==> src/rtl/button_mode_ctrl_if.sv <==
// Signal bundle between the board buttons / mode configuration and the
// push-button front end. The master side drives raw buttons, modes and clear;
// the slave side (the front end itself) returns debounced levels, event pulses
// and the per-channel control state.
interface button_mode_ctrl_if #(
   parameter int N_CH = 4
);
   logic [N_CH-1:0]   btn_in;
   logic [2*N_CH-1:0] mode;
   logic              clr;
   logic [N_CH-1:0]   btn_db;
   logic [N_CH-1:0]   press_pulse;
   logic [N_CH-1:0]   release_pulse;
   logic [N_CH-1:0]   long_pulse;
   logic [N_CH-1:0]   state_out;

   modport master (
      output btn_in,
      output mode,
      output clr,
      input  btn_db,
      input  press_pulse,
      input  release_pulse,
      input  long_pulse,
      input  state_out
   );

   modport slave (
      input  btn_in,
      input  mode,
      input  clr,
      output btn_db,
      output press_pulse,
      output release_pulse,
      output long_pulse,
      output state_out
   );
endinterface

==> src/rtl/button_mode_ctrl.sv <==
// N-channel push-button front end. Each raw button is synchronised through two
// flops, debounced by requiring DEB_CYC consecutive stable samples, and then
// tracked by a press FSM (IDLE / PRESSED / LONG) that emits one-cycle press,
// release and long-press pulses. The per-channel mode decides how the state bit
// reacts to those events. Bit 0 is the pause/run control (1 = run).
module button_mode_ctrl #(
   parameter int              N_CH     = 4,
   parameter int              DEB_CYC  = 4,
   parameter int              LONG_CYC = 16,
   parameter logic [N_CH-1:0] RST_VAL  = {N_CH{1'b1}}
) (
   input  logic              clk,
   input  logic              rst,
   button_mode_ctrl_if.slave bus
);

   localparam int DEB_W  = $clog2(DEB_CYC);
   localparam int HOLD_W = $clog2(LONG_CYC);

   // Last count value before a level is accepted / a press becomes long.
   localparam logic [DEB_W-1:0]  DEB_LAST  = DEB_W'(DEB_CYC - 1);
   localparam logic [HOLD_W-1:0] HOLD_LAST = HOLD_W'(LONG_CYC - 1);

   localparam logic [1:0] MODE_TOGGLE    = 2'b00;
   localparam logic [1:0] MODE_TOG_PRESS = 2'b01;
   localparam logic [1:0] MODE_MOMENTARY = 2'b10;
   localparam logic [1:0] MODE_DISABLED  = 2'b11;

   typedef enum logic [1:0] {
      ST_IDLE    = 2'b00,
      ST_PRESSED = 2'b01,
      ST_LONG    = 2'b10
   } press_state_t;

   // Synchroniser and debounce state
   logic [N_CH-1:0]   r_s1;
   logic [N_CH-1:0]   r_s2;
   logic [N_CH-1:0]   r_btn_db;
   logic [DEB_W-1:0]  r_deb_cnt [N_CH];

   // Press tracking state
   press_state_t      r_fsm     [N_CH];
   logic [HOLD_W-1:0] r_hold    [N_CH];
   // Set by clr while a button is still held: blocks a new press until the
   // debounced level has been seen low once.
   logic [N_CH-1:0]   r_wait_rel;

   // Registered outputs
   logic [N_CH-1:0]   r_press;
   logic [N_CH-1:0]   r_release;
   logic [N_CH-1:0]   r_long;
   logic [N_CH-1:0]   r_state;

   // Per-channel decoded mode and FSM transition events
   logic [1:0]        w_mode    [N_CH];
   logic [N_CH-1:0]   w_go_press;
   logic [N_CH-1:0]   w_go_short;
   logic [N_CH-1:0]   w_go_long;
   logic [N_CH-1:0]   w_go_lrel;

   // Slice the packed mode bus into one 2-bit field per channel.
   always_comb begin
      for (int i = 0; i < N_CH; i++) begin
         w_mode[i] = bus.mode[2*i +: 2];
      end
   end

   // Two-flop synchroniser for the asynchronous button inputs.
   always_ff @(posedge clk or negedge rst) begin
      if (!rst) begin
         r_s1 <= {N_CH{1'b0}};
         r_s2 <= {N_CH{1'b0}};
      end else begin
         r_s1 <= bus.btn_in;
         r_s2 <= r_s1;
      end
   end

   // Debounce: accept the synchronised level once it has differed from the
   // current debounced level for DEB_CYC consecutive cycles.
   always_ff @(posedge clk or negedge rst) begin
      if (!rst) begin
         r_btn_db <= {N_CH{1'b0}};
         for (int i = 0; i < N_CH; i++) begin
            r_deb_cnt[i] <= DEB_W'(0);
         end
      end else begin
         for (int i = 0; i < N_CH; i++) begin
            if (r_s2[i] == r_btn_db[i]) begin
               r_deb_cnt[i] <= DEB_W'(0);
            end else if (r_deb_cnt[i] == DEB_LAST) begin
               r_btn_db[i]  <= r_s2[i];
               r_deb_cnt[i] <= DEB_W'(0);
            end else begin
               r_deb_cnt[i] <= r_deb_cnt[i] + DEB_W'(1);
            end
         end
      end
   end

   // Decode which FSM transition each channel takes on the coming edge.
   // A release on the same edge the hold count expires is a short release.
   always_comb begin
      w_go_press = {N_CH{1'b0}};
      w_go_short = {N_CH{1'b0}};
      w_go_long  = {N_CH{1'b0}};
      w_go_lrel  = {N_CH{1'b0}};
      for (int i = 0; i < N_CH; i++) begin
         case (r_fsm[i])
            ST_IDLE: begin
               if (r_btn_db[i] && !r_wait_rel[i]) begin
                  w_go_press[i] = 1'b1;
               end else begin
                  w_go_press[i] = 1'b0;
               end
            end
            ST_PRESSED: begin
               if (!r_btn_db[i]) begin
                  w_go_short[i] = 1'b1;
               end else if (r_hold[i] == HOLD_LAST) begin
                  w_go_long[i] = 1'b1;
               end else begin
                  w_go_short[i] = 1'b0;
               end
            end
            ST_LONG: begin
               if (!r_btn_db[i]) begin
                  w_go_lrel[i] = 1'b1;
               end else begin
                  w_go_lrel[i] = 1'b0;
               end
            end
            default: begin
               w_go_press[i] = 1'b0;
            end
         endcase
      end
   end

   // Press FSM, hold counter, event pulses and mode-dependent state bit.
   // clr restores the idle/clear picture but leaves debouncing untouched.
   always_ff @(posedge clk or negedge rst) begin
      if (!rst) begin
         r_press    <= {N_CH{1'b0}};
         r_release  <= {N_CH{1'b0}};
         r_long     <= {N_CH{1'b0}};
         r_state    <= RST_VAL;
         r_wait_rel <= {N_CH{1'b0}};
         for (int i = 0; i < N_CH; i++) begin
            r_fsm[i]  <= ST_IDLE;
            r_hold[i] <= HOLD_W'(0);
         end
      end else if (bus.clr) begin
         r_press    <= {N_CH{1'b0}};
         r_release  <= {N_CH{1'b0}};
         r_long     <= {N_CH{1'b0}};
         r_state    <= RST_VAL;
         r_wait_rel <= r_btn_db;
         for (int i = 0; i < N_CH; i++) begin
            r_fsm[i]  <= ST_IDLE;
            r_hold[i] <= HOLD_W'(0);
         end
      end else begin
         for (int i = 0; i < N_CH; i++) begin
            // Pulses are suppressed on disabled channels; the FSM still runs.
            r_press[i]   <= w_go_press[i] & (w_mode[i] != MODE_DISABLED);
            r_release[i] <= (w_go_short[i] | w_go_lrel[i]) & (w_mode[i] != MODE_DISABLED);
            r_long[i]    <= w_go_long[i] & (w_mode[i] != MODE_DISABLED);

            case (r_fsm[i])
               ST_IDLE: begin
                  r_hold[i] <= HOLD_W'(0);
                  if (!r_btn_db[i]) begin
                     r_wait_rel[i] <= 1'b0;
                  end else begin
                     r_wait_rel[i] <= r_wait_rel[i];
                  end
                  if (w_go_press[i]) begin
                     r_fsm[i] <= ST_PRESSED;
                  end else begin
                     r_fsm[i] <= ST_IDLE;
                  end
               end
               ST_PRESSED: begin
                  if (w_go_short[i]) begin
                     r_fsm[i] <= ST_IDLE;
                  end else if (w_go_long[i]) begin
                     r_fsm[i] <= ST_LONG;
                  end else begin
                     r_hold[i] <= r_hold[i] + HOLD_W'(1);
                  end
               end
               ST_LONG: begin
                  if (w_go_lrel[i]) begin
                     r_fsm[i] <= ST_IDLE;
                  end else begin
                     r_fsm[i] <= ST_LONG;
                  end
               end
               default: begin
                  r_fsm[i]  <= ST_IDLE;
                  r_hold[i] <= HOLD_W'(0);
               end
            endcase

            case (w_mode[i])
               MODE_TOGGLE: begin
                  if (w_go_short[i]) begin
                     r_state[i] <= ~r_state[i];
                  end else if (w_go_long[i]) begin
                     r_state[i] <= RST_VAL[i];
                  end else begin
                     r_state[i] <= r_state[i];
                  end
               end
               MODE_TOG_PRESS: begin
                  if (w_go_press[i]) begin
                     r_state[i] <= ~r_state[i];
                  end else begin
                     r_state[i] <= r_state[i];
                  end
               end
               MODE_MOMENTARY: begin
                  r_state[i] <= r_btn_db[i];
               end
               default: begin
                  r_state[i] <= r_state[i];
               end
            endcase
         end
      end
   end

   assign bus.btn_db        = r_btn_db;
   assign bus.press_pulse   = r_press;
   assign bus.release_pulse = r_release;
   assign bus.long_pulse    = r_long;
   assign bus.state_out     = r_state;

endmodule

==> src/flat_wrapper.sv <==
// flat-port wrapper written by rule: the top's interface ports become plain ports
module button_mode_ctrl_flat 
#(
   parameter int              N_CH     = 4,
   parameter int              DEB_CYC  = 4,
   parameter int              LONG_CYC = 16,
   parameter logic [N_CH-1:0] RST_VAL  = {N_CH{1'b1}}
)
  (clk, rst, bus_btn_in, bus_mode, bus_clr, bus_btn_db, bus_press_pulse, bus_release_pulse, bus_long_pulse, bus_state_out);
  button_mode_ctrl_if #(.N_CH(N_CH)) bus_i ();
  input  logic clk;
  input  logic rst;
  input wire logic [$bits(bus_i.btn_in)-1:0] bus_btn_in;
  input wire logic [$bits(bus_i.mode)-1:0] bus_mode;
  input wire logic [$bits(bus_i.clr)-1:0] bus_clr;
  output wire logic [$bits(bus_i.btn_db)-1:0] bus_btn_db;
  output wire logic [$bits(bus_i.press_pulse)-1:0] bus_press_pulse;
  output wire logic [$bits(bus_i.release_pulse)-1:0] bus_release_pulse;
  output wire logic [$bits(bus_i.long_pulse)-1:0] bus_long_pulse;
  output wire logic [$bits(bus_i.state_out)-1:0] bus_state_out;
  assign bus_i.btn_in = bus_btn_in;
  assign bus_i.mode = bus_mode;
  assign bus_i.clr = bus_clr;
  assign bus_btn_db = bus_i.btn_db;
  assign bus_press_pulse = bus_i.press_pulse;
  assign bus_release_pulse = bus_i.release_pulse;
  assign bus_long_pulse = bus_i.long_pulse;
  assign bus_state_out = bus_i.state_out;
  button_mode_ctrl #(.N_CH(N_CH), .DEB_CYC(DEB_CYC), .LONG_CYC(LONG_CYC), .RST_VAL(RST_VAL)) u_core (.clk(clk), .rst(rst), .bus(bus_i));
endmodule
==> config.mk <==
export PLATFORM = sky130hd
export DESIGN_NAME = button_mode_ctrl_flat
export DESIGN_NICKNAME = d
export VERILOG_FILES = /design/src/rtl/button_mode_ctrl_if.sv /design/src/rtl/button_mode_ctrl.sv /design/src/flat_wrapper.sv
export SDC_FILE = /design/constraint.sdc
export NUM_CORES = 1
export LEC_CHECK = 0
export BUFFER_PORTS_ARGS = -buffer_cell sky130_fd_sc_hd__buf_4
export CORE_MARGIN = 2
export CORE_UTILIZATION = 60
export DETAILED_ROUTE_END_ITERATION = 10
export GPL_TIMING_DRIVEN = 1
export PLACE_DENSITY = 0.81
export SETUP_SLACK_MARGIN = 0.5
export SYNTH_ARGS = -nofsm -noshare
export SYNTH_HDL_FRONTEND = slang
export SYNTH_SLANG_ARGS = --single-unit
==> constraint.sdc <==
create_clock -name clk -period 4 [get_ports clk]
set_input_delay 0.4 -clock clk [delete_from_list [all_inputs] [get_ports clk]]
set_output_delay 0.4 -clock clk [all_outputs]
set_load 0.01 [all_outputs]
==> flow_summary.yaml <==
run_status:
  status: "complete, no violations"
global_routing:
  grt_pass1_vias: 2404
  grt_use_total_pct: 21.5
  grt_antenna_before_repair: 0
  grt_max_degree: 65
  grt_pass1_wl_um: 10500
  grt_overflow: 0
critical_path:
  setup.worst_path.end_class: "output port"
  critPathArrivalTime_ns: 1.23
  path_max_fanout: 16
  worst_ep_required_time_ns: 3.60
  startpoint_type: "register"
  criticalPathCategory: "register to output port"
  critPathBufInv: 1
  critPathTopFamily: "flip-flops"
  r2r_start: "u_core.r_hold[0]"
  rrSetupSlack_ns: 2.48
  cp_slowest_stage_delay_ns: 0.68
  slowest_stage: "dfrtp_1"
  timing.rr.end: "u_core.r_hold[0]"
  worstPathCellList: "buf_4"
  r2r_cells: 4
clock_tree:
  cts_made_buffers: 9
  cts_tree: "built"
  cts.clk_slew.worst_paths_ns: 0.07
  clk_latency_ns: 0.34
  clock_sink_count: 64
  cts_max_level: 3
  cts_hold_buf: 0
  postCtsSetupBuffers: 0
  clockBufferDepth: 2
  cts_resized: 0
  root_buffer: "clkbuf_8"
synth:
  synthArstFlopShare_pct: 100
  seq_area_frac_synth_pct: 47.4
  synth_top_family_by_area: "simple AND/OR/NAND/NOR gates"
  yosys-top-cells-area: "dfrtp_1 44%, ha_1 8.9%, dfstp_2 3.1%"
  synth_ff_type: "dfrtp_1"
  syn_nets: 355
  synthXorXnorAreaFrac_pct: 1.81
  yosysWarnings: 0
  ys_ff_latch: 64
  synth_edf_count: 0
  yosys.area.top_type_share_pct: 44.3
  post_synth_fa_ha_maj_area_fraction_pct: 8.87
  syn_inst: 316
  synth_compound_area_share_pct: 12.9
  syn_avg_cell_area_um2: 10.7
  synth_simple_gate_area_share_pct: 21.1
  synth_cell_types: 58
  synth_area_um2: 3390
  synth.mux.area_fraction_pct: 3.47
  synth_area_leader_cell: "dfrtp_1"
final_layout:
  nFillCells: 403
  diodes: 0
  design_area_um2: 3870
  fin_util_pct: 70.8
  final_common_cell: "dfrtp_1"
  syn_to_final_growth_pct: 14.4
  layout_common_cells: "60 x dfrtp_1, 34 x buf_4, 27 x nor2_1"
  drive_gt1_share_pct: 22.2
  fin_nets: 385
detailed_routing:
  drt-total-wl_um: 5990
  antenna_left: 0
  wl_met2_um: 2910
  routedWlPerCell_um: 14.2
  wl_met1_um: 2760
  drc: 0
  first_pass_iters: 4
  maxUsedRoutingLayer: "met4"
  wl_met3_um: 217
  drtIter0Drc: 148
  via_per_inst: 5.74
  num_vias: 2429
place:
  dpl.hpwl_um: 4040
  io_buffers: 34
  gp_congestion: 0.798
  dp_slack_ns: 2.42
  postPlaceCellArea_um2: 3630
timing:
  final-setup-viol-count: 0
  rsz0062_at_grt: "no"
  slew_headroom_pct: 49.4
  fin_skew_ns: 0.0122
  worstMarginPinSlew_ns: 0.759
  fmax_mhz: 612
  fin_tns_setup_ns: 0
  finalWorstSetupSlack_ns: 2.37
  timing.final.crit_share_pct: 40.8
  fin_crit_ns: 1.63
  hold_violations: 0
  slew_violations: 0
die:
  rows: 27
  start_util_pct: 61.9
  die_h_um: 79.1
  die_width_um: 79.1
  io_pins: 35
  core_um2: 5470
  dieArea_um2: 6260
run:
  cap_violations: 0
pwr:
  p_total_uw: 2090
  p_leak_uw: 0.00180
  powerDensity_nw_per_um2: 538
  ir_drop_v: 0.000292
hold_path:
  hp-class: "primary input to async pin"
how the worst max path moves through the flow:
| stage | start | end | slack [ns] | cells after the start |
|---|---|---|---|---|
| final | u_core.bus.btn_db[0] | bus_btn_db[0] | 2.37 | 1 |
| after CTS | u_core.bus.btn_db[0] | bus_btn_db[0] | 2.36 | 1 |
| after floorplan | u_core.r_hold[0] | u_core.r_hold[0] | 2.58 | 4 |
| after detailed placement | bus_mode[4] | u_core.bus.state_out[2] | 2.42 | 6 |
| after global routing | u_core.bus.btn_db[0] | bus_btn_db[0] | 2.27 | 1 |
| after global placement | bus_clr | u_core.bus.long_pulse[2] | 2.47 | 4 |
logic make-up (layout without fill, tap and decap cells):
kind of cell	Yosys count	count (layout)
multiplexers	11	11
flip-flops	64	64
buffers and inverters	28	63
AO/OA/AOI/OAI	57	57
AND/OR/NAND/NOR	125	125
XOR/XNOR	7	7
adder cells (fa/ha/maj)	24	24
Yosys cell counts (4+ instances only):
library cell,n
ha_1,24
nand2b_1,12
a21oi_1,16
dfstp_2,4
nor4_1,6
a22oi_1,4
inv_1,11
nand3_1,10
mux2_2,6
dfrtp_1,60
buf_4,4
nor2_1,27
nand4_1,7
nand2_1,14
o21ai_0,5
mux2i_1,5
nor3_1,16
nor2b_1,11
buf_2,6
xnor2_1,6
layer usage:
| layer | vias to the layer above | global-route usage, % |
|---|---|---|
| met5 | - | 0 |
| met4 | 0 | 8.97 |
| met3 | 9 | 5.34 |
| met2 | 39 | 34.8 |
| met1 | 1181 | 27.5 |
| li1 | 1200 | - |
metrics by stage:
stage	std cells	hold slack, ns
floorplan	316	0.104
global placement	407	0.332
detailed placement	407	0.340
CTS	423	0.152
global route	423	0.154
finish	423	0.126
power breakdown:
part	switching (uW)	internal (uW)
logic	238	250
registers	168	764
clock network	245	420
cell type report:
class	instances	area (um2)	area share [%]
Sequential cell	64	1610	41.5
Clock buffer	14	183	4.72
Multi-Input combinational cell	224	1630	42.1
Tap cell	72	90.1	2.33
Clock inverter	2	60.1	1.55
Timing Repair Buffer	34	255	6.59
Inverter	13	48.8	1.26
state kept, by name, indices dropped and copies added, names as in the netlist:
signal / count
u_core.bus.btn_db: 4
u_core.bus.long_pulse: 4
u_core.bus.press_pulse: 4
u_core.bus.release_pulse: 4
u_core.bus.state_out: 4
u_core.r_deb_cnt: 8
u_core.r_fsm: 8
u_core.r_hold: 16
u_core.r_s1: 4
u_core.r_s2: 4
u_core.r_wait_rel: 4
No activity file was read; power rests on OpenSTA's default activity.
